[config.mk]
export PLATFORM = sky130hd
export DESIGN_NAME = rdma_scatter_req_gen
export DESIGN_NICKNAME = d
export VERILOG_FILES = /design/src/rtl/rdma_scatter_req_gen.sv
export SDC_FILE = /design/constraint.sdc
export NUM_CORES = 1
export LEC_CHECK = 0
export CAP_MARGIN = 20
export CORE_MARGIN = 3
export CORE_UTILIZATION = 59
export CTS_CLUSTER_SIZE = 30
export DETAILED_ROUTE_END_ITERATION = 8
export GPL_TIMING_DRIVEN = 0
export PLACE_DENSITY = 0.82
export SLEW_MARGIN = 30
export SYNTH_ARGS = -nofsm -noshare
export SYNTH_HDL_FRONTEND = slang
export SYNTH_SLANG_ARGS = --single-unit
[constraint.sdc]
create_clock -name aclk -period 46.3 [get_ports aclk]
set_input_delay 6.945 -clock aclk [delete_from_list [all_inputs] [get_ports aclk]]
set_output_delay 6.945 -clock aclk [all_outputs]
set_load 0.02 [all_outputs]
[src/rtl/rdma_scatter_req_gen.sv]
// rtl/rdma_scatter_req_gen.sv - splits a scatter request into four write descriptors and tracks their completions
module rdma_scatter_req_gen #(
  parameter int VADDR_BITS = 48,
  parameter int LEN_BITS   = 28
) (
  input  logic                  aclk,
  input  logic                  areset,
  input  logic [VADDR_BITS-1:0] my_vaddr_1,
  input  logic [VADDR_BITS-1:0] my_vaddr_2,
  input  logic [VADDR_BITS-1:0] my_vaddr_3,
  input  logic [VADDR_BITS-1:0] my_vaddr_4,
  input  logic                  my_vaddr_valid,
  input  logic                  req_valid,
  output logic                  req_ready,
  input  logic [LEN_BITS-1:0]   req_len,
  output logic                  wr_valid,
  input  logic                  wr_ready,
  output logic [VADDR_BITS-1:0] wr_vaddr,
  output logic [LEN_BITS-1:0]   wr_len,
  output logic [1:0]            wr_idx,
  output logic                  wr_last,
  input  logic                  cmpl_valid,
  output logic                  busy,
  output logic                  done,
  output logic                  err
);

  typedef enum logic [1:0] {S_IDLE, S_ISSUE, S_WAIT, S_DONE} state_t;

  state_t                state_q, state_d;
  logic                  vld_prev_q, vld_prev_d;
  logic                  armed_q, armed_d;
  logic [VADDR_BITS-1:0] tbl_q [4];
  logic [VADDR_BITS-1:0] tbl_d [4];
  logic [VADDR_BITS-1:0] snap_q [4];
  logic [VADDR_BITS-1:0] snap_d [4];
  logic [LEN_BITS-1:0]   seg_q, seg_d, len3_q, len3_d;
  logic [3:0]            mask_q, mask_d;
  logic [2:0]            exp_q, exp_d, cnt_q, cnt_d;
  logic                  err_q, err_d;
  logic                  req_ready_q, req_ready_d;
  logic                  wr_valid_q, wr_valid_d;
  logic [VADDR_BITS-1:0] wr_vaddr_q, wr_vaddr_d;
  logic [LEN_BITS-1:0]   wr_len_q, wr_len_d;
  logic [1:0]            wr_idx_q, wr_idx_d;
  logic                  wr_last_q, wr_last_d;
  logic                  busy_q, busy_d;
  logic                  done_q, done_d;

  logic [LEN_BITS-1:0]   seg_in, len3_in;
  logic [3:0]            mask_in;
  logic [1:0]            first_p, next_p;

  // Lowest non-empty segment at or above 'from'.
  function automatic logic [1:0] next_seg(input logic [3:0] m, input logic [2:0] from);
    logic [1:0] r;
    r = 2'd3;
    for (int i = 3; i >= 0; i--) begin
      if (m[i] && (i >= int'(from))) r = 2'(i);
    end
    return r;
  endfunction

  function automatic logic is_last(input logic [3:0] m, input logic [1:0] idx);
    return (m >> ({1'b0, idx} + 3'd1)) == 4'd0;
  endfunction

  assign seg_in  = req_len >> 2;
  assign len3_in = seg_in + LEN_BITS'(req_len[1:0]);
  assign mask_in = {len3_in != '0, {3{seg_in != '0}}};
  assign first_p = next_seg(mask_in, 3'd0);
  assign next_p  = next_seg(mask_q, {1'b0, wr_idx_q} + 3'd1);

  always_comb begin
    state_d     = state_q;
    vld_prev_d  = my_vaddr_valid;
    armed_d     = armed_q;
    tbl_d       = tbl_q;
    snap_d      = snap_q;
    seg_d       = seg_q;
    len3_d      = len3_q;
    mask_d      = mask_q;
    exp_d       = exp_q;
    cnt_d       = cnt_q;
    err_d       = err_q;
    wr_valid_d  = wr_valid_q;
    wr_vaddr_d  = wr_vaddr_q;
    wr_len_d    = wr_len_q;
    wr_idx_d    = wr_idx_q;
    wr_last_d   = wr_last_q;

    if (my_vaddr_valid && !vld_prev_q) begin
      tbl_d[0] = my_vaddr_1;
      tbl_d[1] = my_vaddr_2;
      tbl_d[2] = my_vaddr_3;
      tbl_d[3] = my_vaddr_4;
      armed_d  = 1'b1;
    end

    // Saturating completion count; stray pulses beyond the expected total are dropped.
    if ((state_q == S_ISSUE || state_q == S_WAIT) && cmpl_valid && (cnt_q != exp_q))
      cnt_d = cnt_q + 3'd1;

    case (state_q)
      S_IDLE: begin
        if (req_ready_q && req_valid) begin
          if (!armed_q) begin
            err_d   = 1'b1;
            state_d = S_DONE;
          end else if (req_len == '0) begin
            state_d = S_DONE;
          end else begin
            state_d    = S_ISSUE;
            snap_d     = tbl_q;
            seg_d      = seg_in;
            len3_d     = len3_in;
            mask_d     = mask_in;
            exp_d      = 3'(mask_in[0]) + 3'(mask_in[1]) + 3'(mask_in[2]) + 3'(mask_in[3]);
            cnt_d      = 3'd0;
            wr_valid_d = 1'b1;
            wr_vaddr_d = tbl_q[first_p];
            wr_len_d   = (first_p == 2'd3) ? len3_in : seg_in;
            wr_idx_d   = first_p;
            wr_last_d  = is_last(mask_in, first_p);
          end
        end
      end
      S_ISSUE: begin
        if (wr_ready) begin
          if (wr_last_q) begin
            wr_valid_d = 1'b0;
            state_d    = S_WAIT;
          end else begin
            wr_vaddr_d = snap_q[next_p];
            wr_len_d   = (next_p == 2'd3) ? len3_q : seg_q;
            wr_idx_d   = next_p;
            wr_last_d  = is_last(mask_q, next_p);
          end
        end
      end
      S_WAIT: begin
        if (cnt_d == exp_q) state_d = S_DONE;
      end
      default: state_d = S_IDLE;
    endcase

    req_ready_d = (state_d == S_IDLE);
    busy_d      = (state_d != S_IDLE);
    done_d      = (state_d == S_DONE);
  end

  always_ff @(posedge aclk or posedge areset) begin
    if (areset) begin
      state_q     <= S_IDLE;
      vld_prev_q  <= 1'b0;
      armed_q     <= 1'b0;
      for (int i = 0; i < 4; i++) begin
        tbl_q[i]  <= '0;
        snap_q[i] <= '0;
      end
      seg_q       <= '0;
      len3_q      <= '0;
      mask_q      <= '0;
      exp_q       <= '0;
      cnt_q       <= '0;
      err_q       <= 1'b0;
      req_ready_q <= 1'b0;
      wr_valid_q  <= 1'b0;
      wr_vaddr_q  <= '0;
      wr_len_q    <= '0;
      wr_idx_q    <= '0;
      wr_last_q   <= 1'b0;
      busy_q      <= 1'b0;
      done_q      <= 1'b0;
    end else begin
      state_q     <= state_d;
      vld_prev_q  <= vld_prev_d;
      armed_q     <= armed_d;
      tbl_q       <= tbl_d;
      snap_q      <= snap_d;
      seg_q       <= seg_d;
      len3_q      <= len3_d;
      mask_q      <= mask_d;
      exp_q       <= exp_d;
      cnt_q       <= cnt_d;
      err_q       <= err_d;
      req_ready_q <= req_ready_d;
      wr_valid_q  <= wr_valid_d;
      wr_vaddr_q  <= wr_vaddr_d;
      wr_len_q    <= wr_len_d;
      wr_idx_q    <= wr_idx_d;
      wr_last_q   <= wr_last_d;
      busy_q      <= busy_d;
      done_q      <= done_d;
    end
  end

  assign req_ready = req_ready_q;
  assign wr_valid  = wr_valid_q;
  assign wr_vaddr  = wr_vaddr_q;
  assign wr_len    = wr_len_q;
  assign wr_idx    = wr_idx_q;
  assign wr_last   = wr_last_q;
  assign busy      = busy_q;
  assign done      = done_q;
  assign err       = err_q;

endmodule

==> results of run 1 <==
[cell families after synthesis]
family / Yosys count / synth area share
buffers and inverters: 163 / 0.0340
xor gates and xnor gates: 32 / 0.0130
muxes: 316 / 0.161
and+or+nand+nor: 814 / 0.151
AOI/OAI and AO/OA: 267 / 0.0717
other: 1 / 0.000174
adders and majority gates: 11 / 0.00674
DFF: 484 / 0.562
[power by group through the flow]
| stage | sequential (mW) | clock [mW] | combinational (mW) |
|---|---|---|---|
| final | 0.653 | 0.399 | 0.591 |
| after global routing | 0.666 | 0.419 | 0.644 |
| after CTS | 0.650 | 0.403 | 0.588 |
| after detailed placement | 0.655 | 0 | 0.580 |
| after global placement | 0.649 | 0 | 0.559 |
| after floorplan | 0.672 | 0 | 0.318 |
[worst max-delay path by stage]
stage / start / end / slack [ns] / depth (start not counted)
2_1_floorplan: areset / armed_q$_DFFE_PP0P_ / 25.85 / 1
3_3_place_gp: areset / tbl_q[133]$_DFFE_PP0P_ / 20.64 / 2
3_5_place_dp: req_len[2] / exp_q[0]$_DFFE_PP0P_ / 35.58 / 14
4_1_cts: req_len[2] / exp_q[0]$_DFFE_PP0P_ / 36.17 / 13
5_1_grt: req_len[2] / exp_q[0]$_DFFE_PP0P_ / 35.94 / 13
6_report: req_len[2] / exp_q[0]$_DFFE_PP0P_ / 36.05 / 13
[state kept, by name, summed over array words and instances, names as in the netlist, 2 cells and up]
signal and flops:
wr_len 27, cnt_q 3, state_q 2, snap_q 144, wr_idx 2, len3_q 27
tbl_q 192, wr_vaddr 48, mask_q 2, exp_q 3, seg_q 26
[cell type report]
type	count	share of cell area
Sequential cell	484	0.452
Clock inverter	10	0.00378
Tap cell	461	0.0215
Buffer	150	0.0255
Timing Repair Buffer	297	0.114
Inverter	13	0.00210
Multi-Input combinational cell	1441	0.324
Antenna cell	6	0.000560
Clock buffer	77	0.0568
[worst min-delay path, stage by stage, from the launching register on]
cell and delay [ns]:
dfrtp_1 0.34, nand2_1 0.05, nand2_1 0.05
[metrics by stage]
stage | util | hold slack (ns) | cell area, sq um | setup slack [ns] | cells
after detailed placement | 0.705 | 0.450 | 25200 | 35.58 | 2846
after global routing | 0.750 | 0.486 | 26800 | 35.94 | 2939
final | 0.750 | 0.464 | 26800 | 36.05 | 2939
after global placement | 0.700 | 0.442 | 25000 | 20.64 | 2841
after floorplan | - | 0.435 | 21500 | 25.85 | 2088
after CTS | 0.750 | 0.457 | 26800 | 36.17 | 2933
[Yosys cell counts (18+ instances only)]
master	instances	area share
dfrtp_1	484	0.56
clkbuf_1	93	0.016
xnor2_1	18	0.0073
buf_2	37	0.0086
o211ai_1	49	0.017
nand2_1	697	0.12
nor2_1	42	0.0073
a21oi_1	27	0.0063
mux2i_1	76	0.035
o21ai_1	29	0.0067
o21ai_0	133	0.031
mux2_2	240	0.13
[layer usage]
metal  GRT usage  routed length [um]  vias to the layer above
li1            -                   -                     7686
met1       0.432               25200                     8591
met2       0.549               31100                      758
met3      0.0525                4610                      160
met4       0.153                3020                        0
met5           0                   0                        -
==> summary.md, run 1 <==
| Metric | Value |
|---|---|
| Initial antenna violation count | 6 |
| Final TNS setup | 0 ns |
| H-Tree Depth | 2 |
| CTS buffer count | 49 |
| Global-route usage over all layers | 0.330 |
| Final setup vio count | 0 |
| Buffers on Ports | 292 |
| Vias per Instance | 5.85 |
| Static leakage | 12.0 nW |
| Sinks on the clock net | 484 |
| Antenna Nets Post-Route | 0 |
| Top Family by Delay on Critical Path | simple AND/OR/NAND/NOR gates |
| Flop pwr share | 0.397 |
| Combinational power share | 0.360 |
| CP Class | in2reg |
| Sequential cell area | 12100 sq um |
| Sw Share | 0.373 |
| FF-to-FF path depth | 8 |
| PD cells | 61.2 nW/um^2 |
| Most frequent cells in the layout | nand2_1, dfrtp_1, clkdlybuf4s50_1 |
| Outcome | finished clean |
| Post-layout min period | 10.25 ns |
| Synth Register Bits | 484 |
| Mapped Area | 21500 sq um |
| # resized after CTS | 0 |
| Clock Path Buffers | 3 |
| Number of max-cap violations | 0 |
| Residual DRC | 0 |
| Clock power share | 0.243 |
| Global placer's final weighted congestion | 0.941 |
| Number of setup buffers added after CTS | 0 |
| Sequential share of the synthesized area | 0.562 |
| First-pass DRT Iterations | 5 |
| Worst path max stage delay | 0.62 ns |
| Worst vdd ir | 0.0370 mV |
| Number of flops mapped to enable cells by yosys | 0 |
| Clk slew on worst S/H paths | 0.06 ns |
| Die area | 38800 sq um |
| R2r endpoint | len3_q[19]$_DFFE_PP0P_ |
| Worst path cell trace | clkdlybuf4s50_1, ha_1, inv_1, fa_1, nand4b_1, nor2_1, a21boi_0, nor4_1, nand4_1, or3_1, ha_1, nand2_1, nand2_1 |
| Launching point of the worst reg2reg path | state_q[1]$_DFF_PP0_ |
| Hold-fix buffers at CTS | 0 |
| CP required | 46.78 ns |
| Total grt overflow | 0 |
| Synth async-reset ratio | 1.00 |
| Slew Limit Headroom | 0.419 |
| CP bufs+invs | 2 |
| Startpoint Class | input port |
| Unrepaired setup endpoints after global routing | no |
| Layout overhead on the synthesized area | 24.5% |
| Pint | 1.03 mW |
| Post-Synthesis Net Count | 2325 |
| Psw | 613 uW |
| Final worst path period share | 0.221 |
| Syn_area_per_cell | 10.3 sq um |
| Final nets | 2673 |
| Commonest non-fill, non-tap cell in the layout | nand2_1 |
| Worst min path class | reg2reg |
| Routed WL per cell | 21.8 um |
| Core Rows | 69 |
| Die Y | 197 um |
| Critical-path top delay cell | clkdlybuf4s50_1 |
| Crit end category | flop |
| Die X | 197 um |
| R2r setup slk | 42.93 ns |
| WL final | 64000 um |
| WP data arrival | 10.72 ns |
| Critical path peak fanout | 8 |
| # fillers | 2458 |
| Number of I/O pins | 310 |
| Final Hold Viols | 0 |
| Hold path cells | 2 |
| Max Clock Freq | 0.0976 GHz |
| First-pass GRT wire length | 99400 um |
| Min-delay src | tbl_q[68]$_DFFE_PP0P_ |
| Overall power | 1.64 mW |
| CTS tree | built |
| Worst-Skew Late Latency | 0.59 ns |
| Area taken by multi-input logic gates | 8690 sq um |
| Worst Max-Slew Pin Slew | 0.864 ns |
| Hold EP | snap_q[68]$_DFFE_PP0P_ |
| Cell variety after synth | 59 |
| Final clock skew | 0.0125 ns |
| Root buf cell | clkbuf_16 |
| Layout cells sized above 1 | 0.153 |
| Yosys warns | 0 |
| Vias in the first global route | 17800 |
| Largest net degree at the start of global routing | 99 |
| DRT iter0 DRCs | 1344 |
| Synth Instances | 2088 |
| Most used DFF post-synth | dfrtp_1 |
| Initial Utilization | 0.603 |
| Post-DP HPWL | 45900 um |
| Core area | 35700 sq um |
| Via count | 17200 |
| Slew Viols, Final | 0 |
No activity file was read; power rests on OpenSTA's default activity.
==> inputs of run 2 (changes only) <==
--- a/config.mk
+++ b/config.mk
@@ -7,11 +7,11 @@
 export LEC_CHECK = 0
 export CAP_MARGIN = 20
 export CORE_MARGIN = 3
-export CORE_UTILIZATION = 59
+export CORE_UTILIZATION = 49
 export CTS_CLUSTER_SIZE = 30
 export DETAILED_ROUTE_END_ITERATION = 8
 export GPL_TIMING_DRIVEN = 0
-export PLACE_DENSITY = 0.82
+export PLACE_DENSITY = 0.72
 export SLEW_MARGIN = 30
 export SYNTH_ARGS = -nofsm -noshare
 export SYNTH_HDL_FRONTEND = slang
==> constraint.sdc (replaced) <==
create_clock -name aclk -period 8.8 [get_ports aclk]
set_input_delay 1.32 -clock aclk [delete_from_list [all_inputs] [get_ports aclk]]
set_output_delay 1.32 -clock aclk [all_outputs]
set_load 0.02 [all_outputs]
==> run 2 against run 1 <==
Effect of this change:
- flip-flop and latch count unchanged
- utilization down 12 points
- via count down 2.0%
- clock power rose to 5.4 times the previous value
- clock skew up 0.00098 ns
- first-iteration DRC count up 7.6%
- power rose to 5.3 times the previous value
==> summary.md, run 2 (same netlist as run 1, synthesis figures left out) <==
| Metric | Value |
|---|---|
| Crit. Startpoint | req_len[2] |
| Core area | 43300 sq um |
| Min-delay src | tbl_q[96]$_DFFE_PP0P_ |
| Antenna Nets Post-Route | 0 |
| Final clock skew | 0.0135 ns |
| Layout cells sized above 1 | 0.159 |
| Number of setup buffers added after CTS | 0 |
| Die area | 46500 sq um |
| Die X | 216 um |
| Fin area | 27400 sq um |
| Overall power | 8.69 mW |
| Final setup vio count | 0 |
| CP Class | in2reg |
| Setup ws final | 4.16 ns |
| FF-to-FF path depth | 7 |
| Hold-fix buffers at CTS | 0 |
| Post-layout min period | 4.64 ns |
| Clock Path Buffers | 3 |
| CTS tree | built |
| Final Util | 0.632 |
| Initial antenna violation count | 2 |
| Via count | 16800 |
| First-pass GRT wire length | 99100 um |
| Residual DRC | 0 |
| Final Hold Viols | 0 |
| Final nets | 2689 |
| Reg with most FFs | tbl_q |
| Sinks on the clock net | 484 |
| Number of max-cap violations | 0 |
| Routed WL per cell | 21.0 um |
| PD cells | 318 nW/um^2 |
| Vias per Instance | 5.48 |
| Root buf cell | clkbuf_16 |
| CP required | 9.28 ns |
| Commonest non-fill, non-tap cell in the layout | nand2_1 |
| Most frequent cells in the layout | nand2_1, dfrtp_1, clkdlybuf4s50_1 |
| CP bufs+invs | 2 |
| Core Rows | 76 |
| Buffers on Ports | 292 |
| WP data arrival | 5.11 ns |
| Worst-Skew Late Latency | 0.59 ns |
| Clk slew on worst S/H paths | 0.06 ns |
| Global-route usage over all layers | 0.275 |
| Total grt overflow | 0 |
| Largest net degree at the start of global routing | 32 |
| Outcome | finished clean |
| Max Clock Freq | 0.216 GHz |
| CTS buffer count | 50 |
| Launching point of the worst reg2reg path | state_q[1]$_DFF_PP0_ |
| Worst min path class | reg2reg |
| Vias in the first global route | 17600 |
| First-pass DRT Iterations | 5 |
| Crit end category | flop |
| Setup WS pre-CTS | 3.66 ns |
| Static leakage | 12.2 nW |
| Startpoint Class | input port |
| Unrepaired setup endpoints after global routing | no |
| Slew Limit Headroom | 0.409 |
| H-Tree Depth | 2 |
| DRT iter0 DRCs | 1446 |
| WL final | 64400 um |
| Post-DP HPWL | 48600 um |
| Top Family by Delay on Critical Path | simple AND/OR/NAND/NOR gates |
| Global placer's final weighted congestion | 0.941 |
| Slew Viols, Final | 0 |
| Die Y | 216 um |
| Placed cell area | 25700 sq um |
| # resized after CTS | 0 |
| Hold path cells | 2 |
| Worst path max stage delay | 0.59 ns |
| Critical-path top delay cell | clkdlybuf4s50_1 |
| Max FFs per register | 192 |
| Critical path peak fanout | 8 |
| Final worst path period share | 0.527 |
| Layout overhead on the synthesized area | 27.0% |
| Initial Utilization | 0.498 |
| Worst path cell trace | clkdlybuf4s50_1, ha_1, inv_1, fa_1, nand4b_1, nor4_1, xnor2_1, o21a_1, nand4_1, or3_1, ha_1, nand2_1, nand2_1 |
| Worst vdd ir | 0.164 mV |
| Critical Path Stages | 13 |
| Number of I/O pins | 310 |
| Worst Max-Slew Pin Slew | 0.887 ns |
==> run 2: cell types whose count changed in the layout (fill, tap and decap cells not counted), sizes merged <==
cell,before,now
clkinv,8,12
clkbuf,172,163
diode,6,2
bufinv,1,5
clkinvlp,0,2
inv,14,12
buf,60,75
==> run 2: power by group <==
part	internal, mW	switching, mW
Clock	1.29	0.879
Sequential	2.97	0.450
Combinational	1.24	1.86
Total	5.50	3.19
==> run 2: area by class of cell <==
| type | instances | area (sq um) |
|---|---|---|
| fill | 3492 | 15900 |
| sequential | 484 | 12100 |
| multi-input combinational | 1441 | 8700 |
| timing repair buffer | 312 | 3390 |
| clock buffer | 68 | 1440 |
| tap | 585 | 732 |
| buffer | 150 | 683 |
| clock inverter | 18 | 240 |
| inverter | 13 | 52.6 |
| antenna | 2 | 5.00 |
==> run 2: per-layer routing <==
layer / GRT usage / vias up / share of wire / wire length, um
met2: 0.459 / 566 / 0.49 / 31300
met3: 0.0391 / 115 / 0.058 / 3750
li1: - / 7712 / - / -
met1: 0.368 / 8450 / 0.42 / 27200
met5: 0 / - / 0 / 0
met4: 0.103 / 0 / 0.034 / 2220
==> run 2: path summary, 6_finish.rpt <==
check / end / slack, ns
max: exp_q[0]$_DFFE_PP0P_ / 4.16
min: snap_q[96]$_DFFE_PP0P_ / 0.46
max reg2reg: wr_last$_DFFE_PP0P_ / 5.62
min reg2reg: snap_q[96]$_DFFE_PP0P_ / 0.46
max in group asynchronous: tbl_q[137]$_DFFE_PP0P_ / 6.07
min in group asynchronous: wr_len[16]$_DFFE_PP0P_ / 1.14
==> run 2: worst register-to-register path, stage by stage (launching register included) <==
cell      delay (ns)
dfrtp_1         0.42
inv_1           0.13
ha_1            0.43
clkbuf_1        0.57
clkbuf_1        0.52
clkbuf_1        0.60
o21ai_0         0.24
o22ai_1         0.19
==> run 2: per-stage QoR <==
| step | hold WS (ns) | std cells | setup TNS (ns) |
|---|---|---|---|
| after floorplan | 0.435 | 2088 | 0 |
| after global placement | 0.444 | 2965 | -970.11 |
| after detailed placement | 0.449 | 2985 | 0 |
| after CTS | 0.464 | 3071 | 0 |
| after global routing | 0.481 | 3073 | 0 |
| final | 0.463 | 3073 | 0 |
==> inputs of run 3 (changes only) <==
==> constraint.sdc (replaced) <==
create_clock -name aclk -period 4.2 [get_ports aclk]
set_input_delay 0.63 -clock aclk [delete_from_list [all_inputs] [get_ports aclk]]
set_output_delay 0.63 -clock aclk [all_outputs]
set_load 0.02 [all_outputs]
==> results of run 3 <==
The final DEF is identical to that of run 2. Status: finished clean.
Among the figures that moved: setup slack after placement 3.66 ns -> -0.250 ns; setup slack after layout 4.16 ns -> 0.255 ns; hold slack 0.463 ns -> 0.369 ns; register-to-register setup slack 5.62 ns -> 1.02 ns; end point of the worst hold path snap_q[96]$_DFFE_PP0P_ -> seg_q[13]$_DFFE_PP0P_; total power 8.69 mW -> 18.2 mW; worst IR drop on VDD 0.164 mV -> 0.344 mV
